--- src/rtl/pp_job_pkg.sv ---
// Shared types for the packet-parser job sequencer: FSM states, job/result
// records and the bit layout of the result status nibble.
package pp_job_pkg;

  typedef enum logic [1:0] {
    IDLE,
    START,
    WAIT_IRQ,
    CAPTURE
  } state_t;

  typedef struct packed {
    logic [31:0] addr;
    logic        ignore_ecc;
  } job_t;

  typedef struct packed {
    logic [31:0] addr;
    logic [3:0]  status;
    logic [3:0]  byte_cnt;
    logic [3:0]  pkt_type;
  } res_t;

  localparam int ST_ECC_CORR   = 0;
  localparam int ST_ECC_UNCORR = 1;
  localparam int ST_CRC_ERR    = 2;
  localparam int ST_TIMEOUT    = 3;

endpackage

--- src/rtl/pp_sync_fifo.sv ---
// Single-clock show-ahead FIFO with a registered occupancy count.
// The head word reads as zero while empty so stale entries never leak out.
module pp_sync_fifo #(
  parameter int WIDTH = 8,
  parameter int DEPTH = 4
) (
  input  logic             clk,
  input  logic             reset,
  input  logic             push,
  input  logic [WIDTH-1:0] push_data,
  output logic             full,
  input  logic             pop,
  output logic [WIDTH-1:0] pop_data,
  output logic             empty
);

  localparam int PTR_W = $clog2(DEPTH);

  typedef logic [PTR_W-1:0] ptr_t;
  typedef logic [PTR_W:0]   cnt_t;

  localparam ptr_t PTR_ONE  = ptr_t'(1);
  localparam cnt_t CNT_ONE  = cnt_t'(1);
  localparam cnt_t CNT_FULL = cnt_t'(DEPTH);

  logic [WIDTH-1:0] mem_q [DEPTH];
  ptr_t             wr_ptr_q, wr_ptr_d;
  ptr_t             rd_ptr_q, rd_ptr_d;
  cnt_t             count_q, count_d;
  logic             do_push, do_pop;

  assign full    = (count_q == CNT_FULL);
  assign empty   = (count_q == '0);
  assign do_push = push && !full;
  assign do_pop  = pop && !empty;

  // Pointers wrap naturally because DEPTH is a power of two.
  always_comb begin
    wr_ptr_d = wr_ptr_q;
    rd_ptr_d = rd_ptr_q;
    count_d  = count_q;
    if (do_push) wr_ptr_d = wr_ptr_q + PTR_ONE;
    if (do_pop)  rd_ptr_d = rd_ptr_q + PTR_ONE;
    case ({do_push, do_pop})
      2'b10:   count_d = count_q + CNT_ONE;
      2'b01:   count_d = count_q - CNT_ONE;
      default: count_d = count_q;
    endcase
  end

  always_ff @(posedge clk) begin
    if (reset) begin
      wr_ptr_q <= '0;
      rd_ptr_q <= '0;
      count_q  <= '0;
    end else begin
      wr_ptr_q <= wr_ptr_d;
      rd_ptr_q <= rd_ptr_d;
      count_q  <= count_d;
    end
  end

  always_ff @(posedge clk) begin
    if (do_push) mem_q[wr_ptr_q] <= push_data;
  end

  assign pop_data = empty ? '0 : mem_q[rd_ptr_q];

endmodule

--- src/rtl/pp_job_sequencer.sv ---
// Host-side launcher for the packet parser: queues jobs, starts the parser one
// job at a time, waits for its irq (or a timeout) and queues the captured status.
module pp_job_sequencer
  import pp_job_pkg::*;
#(
  parameter int JOB_DEPTH      = 4,
  parameter int RES_DEPTH      = 4,
  parameter int TIMEOUT_CYCLES = 1024,
  parameter int CNT_W          = 16
) (
  input  logic             clk,
  input  logic             reset,
  input  logic             job_valid,
  output logic             job_ready,
  input  logic [31:0]      job_addr_hdr,
  input  logic             job_ignore_ecc,
  output logic             pp_start_top,
  output logic [31:0]      pp_addr_hdr_top,
  output logic             pp_ignore_ecc_err_top,
  input  logic             pp_busy_top,
  input  logic             pp_irq_top,
  input  logic             pp_pkt_ecc_corr_top,
  input  logic             pp_pkt_ecc_uncorr_top,
  input  logic             pp_pkt_crc_err_top,
  input  logic [3:0]       pp_pkt_byte_cnt_top,
  input  logic [3:0]       pp_pkt_type_top,
  output logic             res_valid,
  input  logic             res_ready,
  output logic [31:0]      res_addr_hdr,
  output logic [3:0]       res_status,
  output logic [3:0]       res_byte_cnt,
  output logic [3:0]       res_pkt_type,
  output logic             irq_out,
  output logic [CNT_W-1:0] err_cnt,
  output logic             spurious_irq
);

  localparam int TMR_W = (TIMEOUT_CYCLES > 1) ? $clog2(TIMEOUT_CYCLES) : 1;

  typedef logic [TMR_W-1:0] tmr_t;
  typedef logic [CNT_W-1:0] ecnt_t;

  localparam tmr_t  TMR_ONE  = tmr_t'(1);
  localparam tmr_t  TMR_LAST = tmr_t'(TIMEOUT_CYCLES - 1);
  localparam ecnt_t ECNT_ONE = ecnt_t'(1);

  function automatic ecnt_t sat_inc(input ecnt_t v);
    return (&v) ? v : v + ECNT_ONE;
  endfunction

  job_t       job_in, job_head;
  res_t       res_q, res_head;
  logic       job_full, job_empty;
  logic       res_full, res_empty;
  logic       launch_ok, job_pop, res_push;
  state_t     state_q;
  logic       start_q;
  logic [31:0] addr_q;
  logic       ign_q;
  logic       spurious_q;
  tmr_t       timer_q;
  logic       timeout_hit;
  ecnt_t      err_cnt_q, err_cnt_d;
  logic [3:0] irq_status, to_status;
  logic       busy_unused;

  // Busy is informational only; completion is signalled solely by the irq.
  assign busy_unused = pp_busy_top;

  assign job_in.addr       = job_addr_hdr;
  assign job_in.ignore_ecc = job_ignore_ecc;

  pp_sync_fifo #(
    .WIDTH ($bits(job_t)),
    .DEPTH (JOB_DEPTH)
  ) u_job_fifo (
    .clk       (clk),
    .reset     (reset),
    .push      (job_valid),
    .push_data (job_in),
    .full      (job_full),
    .pop       (job_pop),
    .pop_data  (job_head),
    .empty     (job_empty)
  );

  pp_sync_fifo #(
    .WIDTH ($bits(res_t)),
    .DEPTH (RES_DEPTH)
  ) u_res_fifo (
    .clk       (clk),
    .reset     (reset),
    .push      (res_push),
    .push_data (res_q),
    .full      (res_full),
    .pop       (res_ready),
    .pop_data  (res_head),
    .empty     (res_empty)
  );

  // Only launch when the result is guaranteed a slot; nothing is in flight in IDLE.
  assign launch_ok   = !job_empty && !res_full;
  assign job_pop     = (state_q == IDLE) && launch_ok;
  assign res_push    = (state_q == CAPTURE);
  assign timeout_hit = (timer_q == TMR_LAST);

  always_comb begin
    irq_status                = '0;
    irq_status[ST_ECC_CORR]   = pp_pkt_ecc_corr_top;
    irq_status[ST_ECC_UNCORR] = pp_pkt_ecc_uncorr_top;
    irq_status[ST_CRC_ERR]    = pp_pkt_crc_err_top;
    to_status                 = '0;
    to_status[ST_TIMEOUT]     = 1'b1;
  end

  always_ff @(posedge clk) begin
    if (reset) begin
      state_q    <= IDLE;
      start_q    <= 1'b0;
      addr_q     <= '0;
      ign_q      <= 1'b0;
      timer_q    <= '0;
      spurious_q <= 1'b0;
    end else begin
      start_q <= 1'b0;
      if (pp_irq_top && (state_q != WAIT_IRQ)) spurious_q <= 1'b1;
      case (state_q)
        IDLE: begin
          if (launch_ok) begin
            addr_q  <= job_head.addr;
            ign_q   <= job_head.ignore_ecc;
            start_q <= 1'b1;
            state_q <= START;
          end
        end
        START: begin
          timer_q <= '0;
          state_q <= WAIT_IRQ;
        end
        WAIT_IRQ: begin
          timer_q <= timer_q + TMR_ONE;
          // A simultaneous irq takes priority over the timeout.
          if (pp_irq_top) begin
            res_q.addr     <= addr_q;
            res_q.status   <= irq_status;
            res_q.byte_cnt <= pp_pkt_byte_cnt_top;
            res_q.pkt_type <= pp_pkt_type_top;
            state_q        <= CAPTURE;
          end else if (timeout_hit) begin
            res_q.addr     <= addr_q;
            res_q.status   <= to_status;
            res_q.byte_cnt <= '0;
            res_q.pkt_type <= '0;
            state_q        <= CAPTURE;
          end
        end
        CAPTURE: state_q <= IDLE;
        default: state_q <= IDLE;
      endcase
    end
  end

  always_comb begin
    err_cnt_d = err_cnt_q;
    if (res_push && (|res_q.status)) err_cnt_d = sat_inc(err_cnt_q);
  end

  always_ff @(posedge clk) begin
    if (reset) err_cnt_q <= '0;
    else       err_cnt_q <= err_cnt_d;
  end

  assign job_ready             = !job_full;
  assign pp_start_top          = start_q;
  assign pp_addr_hdr_top       = addr_q;
  assign pp_ignore_ecc_err_top = ign_q;
  assign res_valid             = !res_empty;
  assign res_addr_hdr          = res_head.addr;
  assign res_status            = res_head.status;
  assign res_byte_cnt          = res_head.byte_cnt;
  assign res_pkt_type          = res_head.pkt_type;
  assign irq_out               = !res_empty;
  assign err_cnt               = err_cnt_q;
  assign spurious_irq          = spurious_q;

endmodule

--- config.mk ---
export PLATFORM = sky130hd
export DESIGN_NAME = pp_job_sequencer
export DESIGN_NICKNAME = d
export VERILOG_FILES = /design/src/rtl/pp_job_pkg.sv /design/src/rtl/pp_sync_fifo.sv /design/src/rtl/pp_job_sequencer.sv
export SDC_FILE = /design/constraint.sdc
export NUM_CORES = 1
export LEC_CHECK = 0
export ABC_CLOCK_PERIOD_IN_PS = 5000
export BUFFER_PORTS_ARGS = -buffer_cell sky130_fd_sc_hd__buf_4
export CAP_MARGIN = 20
export CORE_AREA = 3 3 173 175
export CTS_CLUSTER_DIAMETER = 150
export DETAILED_ROUTE_END_ITERATION = 8
export DIE_AREA = 0 0 176 178
export MAX_ROUTING_LAYER = met4
export PLACE_DENSITY = 0.73
export SLEW_MARGIN = 40
export SYNTH_ARGS = -nofsm -noshare
export SYNTH_HDL_FRONTEND = slang
export SYNTH_SLANG_ARGS = --single-unit
--- constraint.sdc ---
create_clock -name clk -period 5 [get_ports clk]
set_input_delay 0.5 -clock clk [delete_from_list [all_inputs] [get_ports clk]]
set_output_delay 0.5 -clock clk [all_outputs]
set_load 0.005 [all_outputs]
After elaboration in Yosys (flattened, before gate mapping)
Memories as Yosys holds them, arrays and structs flattened. A register that Yosys moved wholly into a read port is not among the register bits.
Cells that the tools add are included.
{ "op_classes": {"addsub": 10, "n_mul": 0, "div": 0, "order_cmp": 0, "eq_ne": 13, "n_shift": 0, "muxes": 17, "bitwise_logic": 3, "n_reduce_logical": 26} }
{ "op_table": {"columns": ["cell", "count"], "rows": [
  ["2-to-1 mux 44 bit", 3],
  ["one-hot mux 10 bit (2 select lines)", 1],
  ["adder 16 x 1 -> 16 bit (second input constant)", 1],
  ["AND reduction 16 bit", 1],
  ["one-hot mux 3 bit (2 select lines)", 2],
  ["adder 10 x 1 -> 10 bit (second input constant)", 1],
  ["== test 10 bit (second input constant)", 1],
  ["2-to-1 mux 2 bit", 5],
  ["adder 2 x 1 -> 2 bit (second input constant)", 4],
  ["== test 2 bit (second input constant)", 4],
  ["logical AND 1 bit", 8],
  ["one-hot mux 2 bit (4 select lines)", 1],
  ["nonzero test 2 bit", 4],
  ["adder 3 x 1 -> 3 bit (second input constant)", 2],
  ["== test 2 x 1 -> 1 bit (second input constant)", 3],
  ["== test 3 bit (second input constant)", 2],
  ["zero test 3 bit", 2],
  ["AND reduction 2 bit", 3],
  ["subtractor 3 x 1 -> 3 bit (second input constant)", 2],
  ["2-to-1 mux 1 bit", 5],
  ["zero test 1 bit", 4],
  ["inequality test 2 bit (second input constant)", 2],
  ["OR reduction 4 bit", 1],
  ["inequality test 3 bit (second input constant)", 1],
  ["4 further kinds", 6]
]} }
{ "word_totals": {"reg_bits": 88, "latchBits": 0, "mem_bits_rw": 308, "mem_bits_ro": 0, "input_bits": 50, "out_inout_bits": 98, "wordCells": 87, "n_memories": 2} }
{ "mem_list": {"columns": ["name", "depth", "word_bits", "read_ports", "rd_ports_with_merged_regs", "wr", "line", "source"], "rows": [
  ["u_res_fifo.mem_q", 4, 44, 1, 1, 1, "pp_sync_fifo.sv:26", "logic [WIDTH-1:0] mem_q [DEPTH];"],
  ["u_job_fifo.mem_q", 4, 33, 1, 1, 1, "pp_sync_fifo.sv:26", null]
]} }

Depth between registers and ports, before layout
Gate-level depths: netlist of run 1.
{ "logic_depth": {"depth_word": 7, "depth_mapped": 11} }

Cells and area by module
From an unflattened synthesis of run 1, not the netlist that was laid out.
{ "unflattened": {"hier_cells": 972, "area_unflattened_um2": 16654.7} }
{ "modules_own_cells": {"columns": ["module", "n_inst", "cells_each", "area_each_um2"], "rows": [
  ["pp_sync_fifo at u_res_fifo", 1, 333, 7179.4],
  ["pp_sync_fifo at u_job_fifo", 1, 263, 5470.2],
  ["pp_job_sequencer", 1, 376, 4005.1]
]} }

Least setup slack after synthesis of run 1
Ideal clock, no wire load.
{ "synth_timing": {"kind": "input port to flip-flop", "start": "input reset", "end": "register res_q[0] (netlist bit), enable pin", "setup_ns": 0.500, "arrival_time_ns": 3.971, "required_time_ns": 4.500, "setup_slack_ns": 0.529, "stages": 3, "path_buffers": 2, "path_cell_list": "clkbuf_1 > clkbuf_1 > nor3_1"} }
{ "synth_via": {"elab_chain_len": 2} }
{ "synth_rtl": {"columns": ["element", "line", "source"], "rows": [
  ["from (decl)", "pp_job_sequencer.sv:12", "input logic reset,"],
  ["inverter 1 bit (no line)", null, null],
  ["AND reduction 3 bit (no line)", null, null],
  ["to (decl)", "pp_job_sequencer.sv:52", "res_t res_q, res_head;"]
]} }
Every way passes these cells.
A chain may end at the register's enable or synchronous reset.

==> results of run 1 <==
-- worst min-delay path by stage --
| stage | to | slack [ns] |
|---|---|---|
| 2_1_floorplan | pp_ignore_ecc_err_top | 0.45 |
| 3_3_place_gp | res_q[40] | 0.44 |
| 3_5_place_dp | res_q[42] | 0.45 |
| 4_1_cts | u_job_fifo.mem_q[2][18] | 0.15 |
| 5_1_grt | u_job_fifo.mem_q[0][18] | 0.16 |
| 6_report | u_job_fifo.mem_q[1][18] | 0.17 |
-- synth_stat cells, types with 3 or more instances --
| cell | n |
|---|---|
| nor4_1 | 4 |
| nor2b_1 | 3 |
| inv_1 | 18 |
| nand3_1 | 12 |
| and3_1 | 10 |
| nor3_1 | 4 |
| buf_1 | 4 |
| clkbuf_1 | 30 |
| o21ai_0 | 7 |
| nand2_1 | 80 |
| or3_1 | 8 |
| and2_1 | 57 |
| xnor2_1 | 6 |
| edfxtp_1 | 352 |
| a21oi_1 | 53 |
| buf_2 | 8 |
| and4_1 | 4 |
| mux4_2 | 77 |
| ha_1 | 16 |
| xor2_1 | 11 |
| nor2_1 | 27 |
| or4_1 | 7 |
| nand4_1 | 7 |
| dfxtp_1 | 79 |
| o31ai_1 | 7 |
| mux2_2 | 3 |
-- registers in the layout (all words and copies together) (netlist names), named ones only --
signal                 flops
u_res_fifo.wr_ptr_q        2
u_job_fifo.mem_q         132
timer_q                   10
pp_addr_hdr_top           32
state_q                    2
u_res_fifo.rd_ptr_q        2
spurious_irq               1
u_job_fifo.count_q         3
pp_ignore_ecc_err_top      1
res_q                     44
u_res_fifo.count_q         3
u_job_fifo.rd_ptr_q        2
pp_start_top               1
u_job_fifo.wr_ptr_q        2
u_res_fifo.mem_q         176
err_cnt                   16
-- worst register-to-register path, cell delays in order (launching register included) --
cell	delay [ns]
dfxtp_1	0.37
or3b_2	0.56
nand3_2	0.59
clkinv_1	0.21
ha_1	0.27
inv_1	0.07
fa_1	0.17
xor2_1	0.07
or3_1	0.30
a21oi_1	0.13
-- cell families after synthesis --
group           Yosys count  synth area share
mux                      81            0.1095
compound gates           78           0.02734
flops                   431            0.7481
xor+xnor                 17          0.009166
buf+inv                  62           0.01517
fa+ha+maj                18           0.01479
simple gates            233           0.07602
-- layout make-up --
class,instances,area (µm²),share of cell area
Sequential cell,431,12160,0.6363
Clock inverter,24,187.7,0.009823
Multi-Input combinational cell,427,3864,0.2022
Timing Repair Buffer,163,1236,0.06470
Tap cell,384,480.5,0.02515
Inverter,19,71.32,0.003733
Clock buffer,52,1110,0.05808
-- metrics by stage --
stage                     std cells  utilization  power [mW]  cell area, µm²
final                          1500       0.6675       9.211           19110
after global routing           1500       0.6675       9.652           19110
after CTS                      1499       0.6672       9.324           19100
after detailed placement       1423       0.6219       6.358           17800
after global placement         1422       0.6212       6.296           17780
after floorplan                 920            -       5.572           16240
-- per-layer routing --
| metal | wire length, µm | up-vias | track usage |
|---|---|---|---|
| met5 | 0 | - | - |
| met3 | 1695 | 42 | 0.04023 |
| met4 | 566 | 0 | 0.04619 |
| met1 | 13180 | 4160 | 0.2752 |
| li1 | - | 3880 | - |
| met2 | 14200 | 227 | 0.3035 |
-- where the power goes --
part	switching [mW]	total (mW)	internal [mW]	leakage (nW)
sequential	0.244	4.51	4.27	3.84
combinational	0.895	1.74	0.844	2.03
clock	1.23	2.96	1.73	0.636
total	2.37	9.21	6.84	6.51
==> results.tsv, run 1 <==
stage	metric	value	unit
logic_synthesis	synth warn	0	
hold_path	Tightest Hold Check Type	primary input to register	
logic_synthesis	Yosys cell types	47	
logic_synthesis	Post-synth ARST share	0	
cells_and_area	commonest non-fill, non-tap cell in the layout	edfxtp_1	
cts	CTS clock-pin slew for the worst setup and hold paths	0.06	ns
cts	clock root buffer	clkbuf_16	
floorplan	Die Ht	178	µm
cells_and_area	Filler Cell Count	1912	
critical_path	Startpoint Class	register	
hold_path	worst hold stages	1	
drt	routed wire length	29640	µm
floorplan	row cnt	62	
critical_path	max incr delay on CP	0.66	ns
timing	final worst-path cycle share	0.5733	
outcome	status	completed	
cells_and_area	layout cell share with drive strength beyond 1	0.2805	
cts	clock latency on the worst-skew pair	0.53	ns
drt	drt via density	5.539	
placed_design	Post-DP HPWL	17980	µm
drt	DRT antenna net count	0	
hold_path	worst hold start	job_addr_hdr[17]	
logic_synthesis	number of synthesized flops with an enable pin	352	
cts	hold buffer count at cts	0	
global_route	largest net degree at the start of global routing	74	
logic_synthesis	sequential-to-total area share from yosys stat	0.7481	
timing	clock skew	0.01866	ns
timing	final setup margin	2.133	ns
cts	post-CTS setup buffer count	0	
drt	detailed router's first-iteration violation count	688	
critical_path	critical path cell sequence	buf_12 > mux4_2 > and2_1 > buf_4	
cts	Clock Sinks	431	
global_route	vias in the first global route	8208	
timing	Fin Setup TNS	0	ns
global_route	total congestion overflow	0	
global_route	GRT Total Usage	0.1962	
floorplan	Die X	176	µm
timing	final hold viol count	0	
drt	Wirelength per Cell	19.76	µm
cells_and_area	antenna cells	0	
placed_design	Port Buf Inserts	146	
timing	Finish-stage setup viols	0	
timing	relative slew slack	0.4795	
critical_path	slowest CP cell	dfxtp_4	
global_route	first-pass GRT wire length	46240	µm
timing	WHS	0.1734	ns
floorplan	die area	0.03133	mm²
placed_design	GP Congestion	0.7814	
timing	Achievable Freq	348.8	MHz
global_route	initial antenna violation count	0	
critical_path	CP Data Required Time	4.50	ns
logic_synthesis	syn nets	988	
critical_path	Largest delay share family, worst path	flip-flops	
cells_and_area	Total Nets Final	1152	
critical_path	Crit path depth	4	
floorplan	core area	0.02863	mm²
cts	Clock Path Buffers	3	
pwr	leakage power	6.511	nW
logic_synthesis	Synth top area share	0.6507	
logic_synthesis	Mean Syn Cell Area	17.66	µm²
critical_path	WS Path Type	register to output pin	
timing	RSZ-0062 raised after global routing	no	
timing	Final Max Tran Viols	0	
critical_path	Worst Path Max Fanout	23	
floorplan	initial core utilization	0.5675	
timing	Final min period	2.867	ns
critical_path	Setup crit end kind	output pin	
logic_synthesis	Synth Instances	920	
cts	PostCTS Resize Cnt	0	
floorplan	io pins	148	
job	max_cap viols	0	
logic_synthesis	cell taking the most area after synthesis	edfxtp_1	
cts	CTS tree	built	
placed_design	dpl ws	2.174	ns
logic_synthesis	Synth Flop Type	edfxtp_1	
logic_synthesis	synthesis-stage register bit count	431	
cts	CTS Buf Count	42	
critical_path	Critical Path AT	2.37	ns
cells_and_area	most frequent cells in the layout	edfxtp_1 (352), buf_4 (162), nand2_1 (80)	
drt	via count	8309	
cts	htree depth	2	
logic_synthesis	Cell Area, Synth	0.01624	mm²
timing	worst slew pin tran	0.7807	ns
critical_path	Reg2Reg Depth	9	
drt	Detailed Routing Iterations Pass 1	5	
pwr	Pwr Density	482.1	mW/mm²
pwr	VDD IR-drop max	0.3272	mV
cells_and_area	area delta synth->final	17.62	%
logic_synthesis	top cells by area, synth	edfxtp_1 (65%), mux4_2 (11%), dfxtp_1 (9.7%)	
critical_path	CP bufs+invs	2	
drt	DRC Markers	0	
critical_path	Crit Reg-Reg Startpoint	u_res_fifo.count_q[2]	
critical_path	Critical Path Sink	res_addr_hdr[25]	
critical_path	slack of the worst reg-to-reg path	2.16	ns
critical_path	Worst R2R End	u_job_fifo.count_q[2]	
Power figures use the tool's default switching activity.
==> inputs of run 2 (changes only) <==
- ABC_AREA: not set -> 1
- ABC_CLOCK_PERIOD_IN_PS: 5000 -> 2300
- CORE_AREA: 3 3 173 175 -> 3 3 182 184
- DIE_AREA: 0 0 176 178 -> 0 0 185 187
- PLACE_DENSITY: 0.73 -> 0.71
- clock period: 5 -> 2.3 ns (I/O delays scaled with it)
==> run 2 against run 1 <==
Against the previous run: sequential share of layout area shrank 3.2 points; cell area grew 5.3%; die area grew 10%; count of clock-buffer cells in the layout grew 2; wire length grew 18%; synthesized cell count grew 51%; register-to-register slack lost 1.8 ns; non-clock buffer count grew 56; critical endpoint is now res_status[0]; via count grew 29%; sequential power grew 120%; sequential cell count is the same; total power grew 140%; largest cell class unchanged.
==> results.tsv, run 2 <==
stage	metric	value	unit
drt	via count	10730	
global_route	GRT Total Usage	0.2058	
cells_and_area	final instance area	0.02012	mm²
logic_synthesis	synthesis-stage register bit count	431	
cells_and_area	antenna cells	0	
cts	clock root buffer	clkbuf_16	
floorplan	core area	0.03156	mm²
placed_design	GP Congestion	0.7902	
global_route	vias in the first global route	10320	
cells_and_area	commonest non-fill, non-tap cell in the layout	edfxtp_1	
global_route	total congestion overflow	0	
timing	worst slew pin tran	0.6332	ns
timing	final hold viol count	0	
cells_and_area	max reg flops	176	
floorplan	row cnt	65	
cells_and_area	Total Nets Final	1654	
logic_synthesis	synth warn	0	
critical_path	CP Data Required Time	2.07	ns
floorplan	initial core utilization	0.5269	
logic_synthesis	Synth Flop Type	edfxtp_1	
global_route	largest net degree at the start of global routing	73	
logic_synthesis	Synth Instances	1393	
placed_design	placed cell area	0.01837	mm²
critical_path	Worst Path Max Fanout	26	
logic_synthesis	Mean Syn Cell Area	11.94	µm²
cts	Clock Sinks	431	
critical_path	Startpoint Class	register	
logic_synthesis	most frequent cells after synthesis	nor2_1 (354), edfxtp_1 (352), o21ai_0 (199)	
cells_and_area	Filler Cell Count	2335	
hold_path	Tightest Hold Check Type	primary input to register	
logic_synthesis	sequential-to-total area share from yosys stat	0.7309	
drt	routed wire length	35050	µm
logic_synthesis	syn nets	1461	
logic_synthesis	count leader, synth	nor2_1	
logic_synthesis	Cell Area, Synth	0.01663	mm²
job	max_cap viols	0	
cts	post-CTS setup buffer count	0	
timing	Achievable Freq	457.5	MHz
critical_path	Critical Path AT	1.96	ns
logic_synthesis	Yosys cell types	37	
drt	DRC Markers	0	
timing	clock skew	0.01917	ns
pwr	VDD IR-drop max	0.8191	mV
drt	drt via density	5.312	
cts	CTS clock-pin slew for the worst setup and hold paths	0.06	ns
placed_design	Post-DP HPWL	20750	µm
pwr	leakage power	7.238	nW
critical_path	Setup crit end kind	output pin	
cells_and_area	Top reg by flops	u_res_fifo.mem_q	
floorplan	die area	0.03460	mm²
outcome	status	completed	
logic_synthesis	cell taking the most area after synthesis	edfxtp_1	
logic_synthesis	number of synthesized flops with an enable pin	352	
cts	clock latency on the worst-skew pair	0.52	ns
cts	CTS tree	built	
critical_path	WS Path Type	register to output pin	
cells_and_area	biggest regs	u_res_fifo.mem_q x176, u_job_fifo.mem_q x132, res_q x44	
timing	Finish-stage setup viols	0	
floorplan	Die X	185	µm
logic_synthesis	Synth top area share	0.6358	
cells_and_area	layout cell share with drive strength beyond 1	0.1676	
timing	Final min period	2.186	ns
drt	DRT antenna net count	0	
timing	Final Max Tran Viols	0	
cells_and_area	area delta synth->final	21.01	%
cts	Clock Path Buffers	3	
pwr	Pwr Density	1080	mW/mm²
global_route	initial antenna violation count	0	
placed_design	Port Buf Inserts	146	
logic_synthesis	top cells by area, synth	edfxtp_1 (64%), dfxtp_1 (9.5%), nor2_1 (8.0%)	
drt	Detailed Routing Iterations Pass 1	5	
pwr	Design Power	21.74	mW
floorplan	io pins	148	
timing	relative slew slack	0.5779	
critical_path	slack of the worst reg-to-reg path	0.32	ns
floorplan	Die Ht	187	µm
cells_and_area	most frequent cells in the layout	edfxtp_1 (352), nor2_1 (345), o21ai_0 (199)	
drt	Wirelength per Cell	17.36	µm
cts	CTS Buf Count	42	
global_route	first-pass GRT wire length	54650	µm
timing	RSZ-0062 raised after global routing	yes	
cts	htree depth	2	
logic_synthesis	Post-synth ARST share	0	
drt	detailed router's first-iteration violation count	811	
timing	final worst-path cycle share	0.9503	
## run 2: cell count changes in the layout (fill, tap and decap cells not counted), sizes merged, moves of 33 or more
cell,previous run,this run
and2,57,0
mux4,77,0
o22ai,0,33
o21ai,7,207
inv,19,60
nor2,27,358
dlygate4sd3,0,42
## run 2: cells by family (layout without fill, tap and decap cells)
logic type,Yosys count,count (layout),share of synthesized area
compound gates,324,324,0.1034
xor+xnor,6,6,0.003161
fa+ha+maj,18,18,0.01445
buf+inv,133,357,0.03296
flops,431,431,0.7309
simple gates,481,481,0.1151
## run 2: final cells by class
cell class | instances | area [µm²] | area share
repair buffers | 219 | 1924 | 0.09565
clock inverters | 21 | 176.4 | 0.008769
multi-input cells | 829 | 4003 | 0.1989
flip-flops and latches | 431 | 12160 | 0.6043
inverters | 63 | 239.0 | 0.01188
clock buffers | 54 | 1116 | 0.05547
well taps | 402 | 503.0 | 0.02500
## run 2: power breakdown
part           switching, mW  internal [mW]
registers              0.416           9.28
clock network           2.66           3.75
logic                   3.47           2.16
## run 2: worst max-delay path: stages (launching register included)
cell     delay (ns)
dfxtp_2        0.40
buf_4          0.31
nor2_1         0.09
nor2_1         0.12
o21ai_0        0.12
a21oi_1        0.24
buf_4          0.15
## run 2: per-stage QoR
stage / instances / utilization / hold slack [ns] / setup WS (ns) / TNS (ns)
3_3_place_gp: 1901 / 0.5821 / 0.4306 / 0.3740 / 0
2_1_floorplan: 1393 / - / 0.3289 / -0.2067 / -30.74
6_report: 2019 / 0.6376 / 0.01698 / 0.1144 / 0
3_5_place_dp: 1901 / 0.5821 / 0.4322 / 0.3513 / 0
5_1_grt: 2019 / 0.6376 / 0.01878 / -0.0008797 / -0.0008797
4_1_cts: 2018 / 0.6364 / 0.007913 / 0.002167 / 0
## run 2: per-layer routing
layer / GRT usage / routed length, µm / vias to the layer above
met2: 0.3286 / 17200 / 291
met1: 0.2774 / 15220 / 5094
met5: - / 0 / -
met3: 0.03034 / 1800 / 64
met4: 0.06089 / 825 / 0
li1: - / - / 5276
## run 2: final timing paths
kind                         startpoint               endpoint  cells past startpoint
hold reg to reg   u_job_fifo.count_q[0]  u_job_fifo.count_q[0]                      1
setup reg to reg  u_res_fifo.count_q[0]  u_job_fifo.count_q[2]                     11
setup / recovery               register          res_status[0]                      6
hold / removal       pp_pkt_type_top[1]               res_q[1]                      3
## run 2: what timing repair did
| action | 4_1_cts | 5_1_grt |
|---|---|---|
| endpoints found under the hold margin | 141 | 0 |
| resized for setup | 0 | 5 |
| endpoints found under the setup margin | 0 | 11 |
| hold buffers | 42 | 0 |
==> inputs of run 3 (changes only) <==
- PLACE_DENSITY: 0.71 -> 0.73
- SYNTH_HIERARCHICAL: not set -> 1
==> run 3 against run 2 <==
Against the previous run: worst hold slack gained 0.027 ns; fmax shrank 0.10%; die area did not move; global-route usage rose by 0.94 points.
==> results.tsv, run 3 <==
stage	metric	value	unit
critical_path	Reg2Reg Depth	17	
cts	CTS clock-pin slew for the worst setup and hold paths	0.06	ns
timing	final worst-path cycle share	0.9512	
floorplan	Die X	185	µm
drt	DRT antenna net count	0	
logic_synthesis	cell taking the most area after synthesis	edfxtp_1	
pwr	Pwr Density	1048	mW/mm²
hold_path	worst hold stages	4	
cts	clock root buffer	clkbuf_16	
cells_and_area	Filler Cell Count	2317	
cells_and_area	antenna cells	0	
critical_path	Worst R2R End	u_job_fifo/count_q[2]	
placed_design	Port Buf Inserts	146	
job	max_cap viols	0	
logic_synthesis	Cell Area, Synth	0.01708	mm²
placed_design	Inst Count DP	2005	
cts	CTS Buf Count	43	
timing	Finish-stage setup viols	0	
drt	Detailed Routing Iterations Pass 1	5	
cts	htree depth	2	
global_route	total congestion overflow	0	
drt	DRC Markers	0	
cells_and_area	Final Core Density	0.6519	
logic_synthesis	Synth Flop Type	edfxtp_1	
critical_path	Worst Path Max Fanout	36	
cells_and_area	Top reg by flops	u_res_fifo/mem_q	
cts	Clock Sinks	433	
outcome	status	completed	
floorplan	Die Ht	187	µm
timing	final setup margin	0.1121	ns
cells_and_area	most frequent cells in the layout	nor2_1 (416), edfxtp_1 (352), buf_4 (170)	
critical_path	slowest CP cell	dfxtp_4	
placed_design	dpl ws	0.2515	ns
cts	CTS tree	built	
cts	clock latency on the worst-skew pair	0.53	ns
logic_synthesis	syn nets	1564	
timing	final hold viol count	0	
timing	Achievable Freq	457.1	MHz
floorplan	io pins	148	
cells_and_area	Final Non-Filler Cells	2132	
global_route	vias in the first global route	10960	
logic_synthesis	number of synthesized flops with an enable pin	352	
drt	via count	11240	
logic_synthesis	Mean Syn Cell Area	11.41	µm²
timing	Final Max Tran Viols	0	
timing	worst slew pin tran	0.7095	ns
logic_synthesis	Yosys cell types	36	
global_route	first-pass GRT wire length	57690	µm
logic_synthesis	Synth Instances	1496	
critical_path	critical path cell sequence	buf_16 > nor2_1 > nor2_1 > o21ai_0 > a21oi_1 > buf_4	
critical_path	Critical Path AT	1.96	ns
drt	drt via density	5.271	
logic_synthesis	most frequent cells after synthesis	nor2_1 (425), edfxtp_1 (352), o21ai_0 (145)	
critical_path	Critical Path Sink	res_addr_hdr[14]	
cells_and_area	area delta synth->final	20.46	%
logic_synthesis	sequential-to-total area share from yosys stat	0.7140	
pwr	VDD IR-drop max	0.7834	mV
critical_path	max incr delay on CP	0.49	ns
critical_path	CP Data Required Time	2.07	ns
logic_synthesis	synthesis-stage register bit count	433	
logic_synthesis	Post-synth ARST share	0	
critical_path	slack of the worst reg-to-reg path	0.24	ns
cells_and_area	max reg flops	176	
logic_synthesis	count leader, synth	nor2_1	
timing	relative slew slack	0.5270	
floorplan	core area	0.03156	mm²
placed_design	GP Congestion	0.7972	
critical_path	CP bufs+invs	2	
logic_synthesis	Synth top area share	0.6190	
pwr	leakage power	7.566	nW
critical_path	Largest delay share family, worst path	flip-flops	
critical_path	Crit Reg-Reg Startpoint	u_job_fifo/count_q[1]	
drt	detailed router's first-iteration violation count	1035	
pwr	Design Power	21.56	mW
logic_synthesis	synth warn	6	
cells_and_area	final instance area	0.02057	mm²
cells_and_area	commonest non-fill, non-tap cell in the layout	nor2_1	
critical_path	most frequent cell on the critical path	nor2_1	
hold_path	Tightest Hold Check Type	primary input to register	
cells_and_area	biggest regs	u_res_fifo/mem_q x176, u_job_fifo/mem_q x132, res_q x44	
floorplan	initial core utilization	0.5412	
cells_and_area	layout cell share with drive strength beyond 1	0.1642	
global_route	GRT Total Usage	0.2152	
cts	Clock Path Buffers	3	
critical_path	WS Path Type	register to output pin	
drt	Wirelength per Cell	17.06	µm
logic_synthesis	top cells by area, synth	edfxtp_1 (62%), dfxtp_1 (9.5%), nor2_1 (9.3%)	
cells_and_area	Total Nets Final	1766	
floorplan	die area	0.03460	mm²
global_route	largest net degree at the start of global routing	67	
timing	Final min period	2.188	ns
critical_path	Setup crit end kind	output pin	
floorplan	row cnt	65	
placed_design	Post-DP HPWL	21550	µm
hold_path	worst hold start	res_ready	
drt	routed wire length	36370	µm
critical_path	Startpoint Class	register	
critical_path	Crit path depth	6	
placed_design	placed cell area	0.01875	mm²
timing	clock skew	0.01662	ns
global_route	initial antenna violation count	0	
run 3: cell type report:
class	count	area [µm²]	area share
multi-input cells	913	4259	0.2070
well taps	402	503.0	0.02445
flip-flops and latches	433	12200	0.5931
repair buffers	228	2002	0.09732
clock inverters	16	126.4	0.006143
inverters	79	306.5	0.01490
clock buffers	61	1174	0.05705
run 3: routing by layer:
layer | GRT usage | wire length (µm) | vias to the layer above
li1 | - | - | 5527
met1 | 0.2864 | 15330 | 5258
met2 | 0.3461 | 17550 | 383
met3 | 0.03209 | 2568 | 70
met4 | 0.06522 | 918 | 0
met5 | - | 0 | -
run 3: timing repair:
action,4_1_cts,5_1_grt
resized for setup,2,3
endpoints found under the setup margin,29,37
hold endpoints to repair,144,0
gates cloned,1,0
buffers inserted,0,4
hold buffers,45,0
run 3: metrics by stage:
stage	hold slack, ns	TNS [ns]
6_report	0.04395	0
5_1_grt	0.03622	-0.003353
4_1_cts	0.01160	0
3_5_place_dp	0.4330	0
3_3_place_gp	0.4302	0
2_1_floorplan	0.2991	-129.57
run 3: logic make-up after synthesis:
| family | synth area share |
|---|---|
| xor gates and xnor gates | 0.003077 |
| AOI/OAI and AO/OA | 0.09452 |
| DFF | 0.7140 |
| adders and majority gates | 0.01407 |
| buffers and inverters | 0.04125 |
| and+or+nand+nor | 0.1331 |
run 3: power breakdown:
part           leakage, nW  internal, mW  switching [mW]
Clock                0.630          3.77            2.67
Combinational         3.07          2.06            3.46
Sequential            3.86          9.18           0.415
Total                 7.57          15.0            6.55
run 3: how the worst min path moves through the flow:
stage	to	slack, ns
after global routing	register	0.04
after CTS	register	0.01
after floorplan	err_cnt[2]	0.30
after detailed placement	u_job_fifo/mem_q[1][29]	0.43
after global placement	u_job_fifo/mem_q[2][12]	0.43
final	register	0.04
run 3: worst reg2reg max path, stage by stage, from the launching register on:
cell and delay [ns]:
dfxtp_1 0.35, nor2_1 0.08, nand2_1 0.14, clkinv_2 0.07, nor2_1 0.11, nand2_2 0.07, clkinv_2 0.05, nand2_1 0.06
inv_1 0.09, ha_1 0.17, inv_1 0.07, fa_1 0.38, inv_1 0.06, nand2_1 0.04, nand3_1 0.08, nand2_1 0.06
nand2_1 0.05, nor2_1 0.04
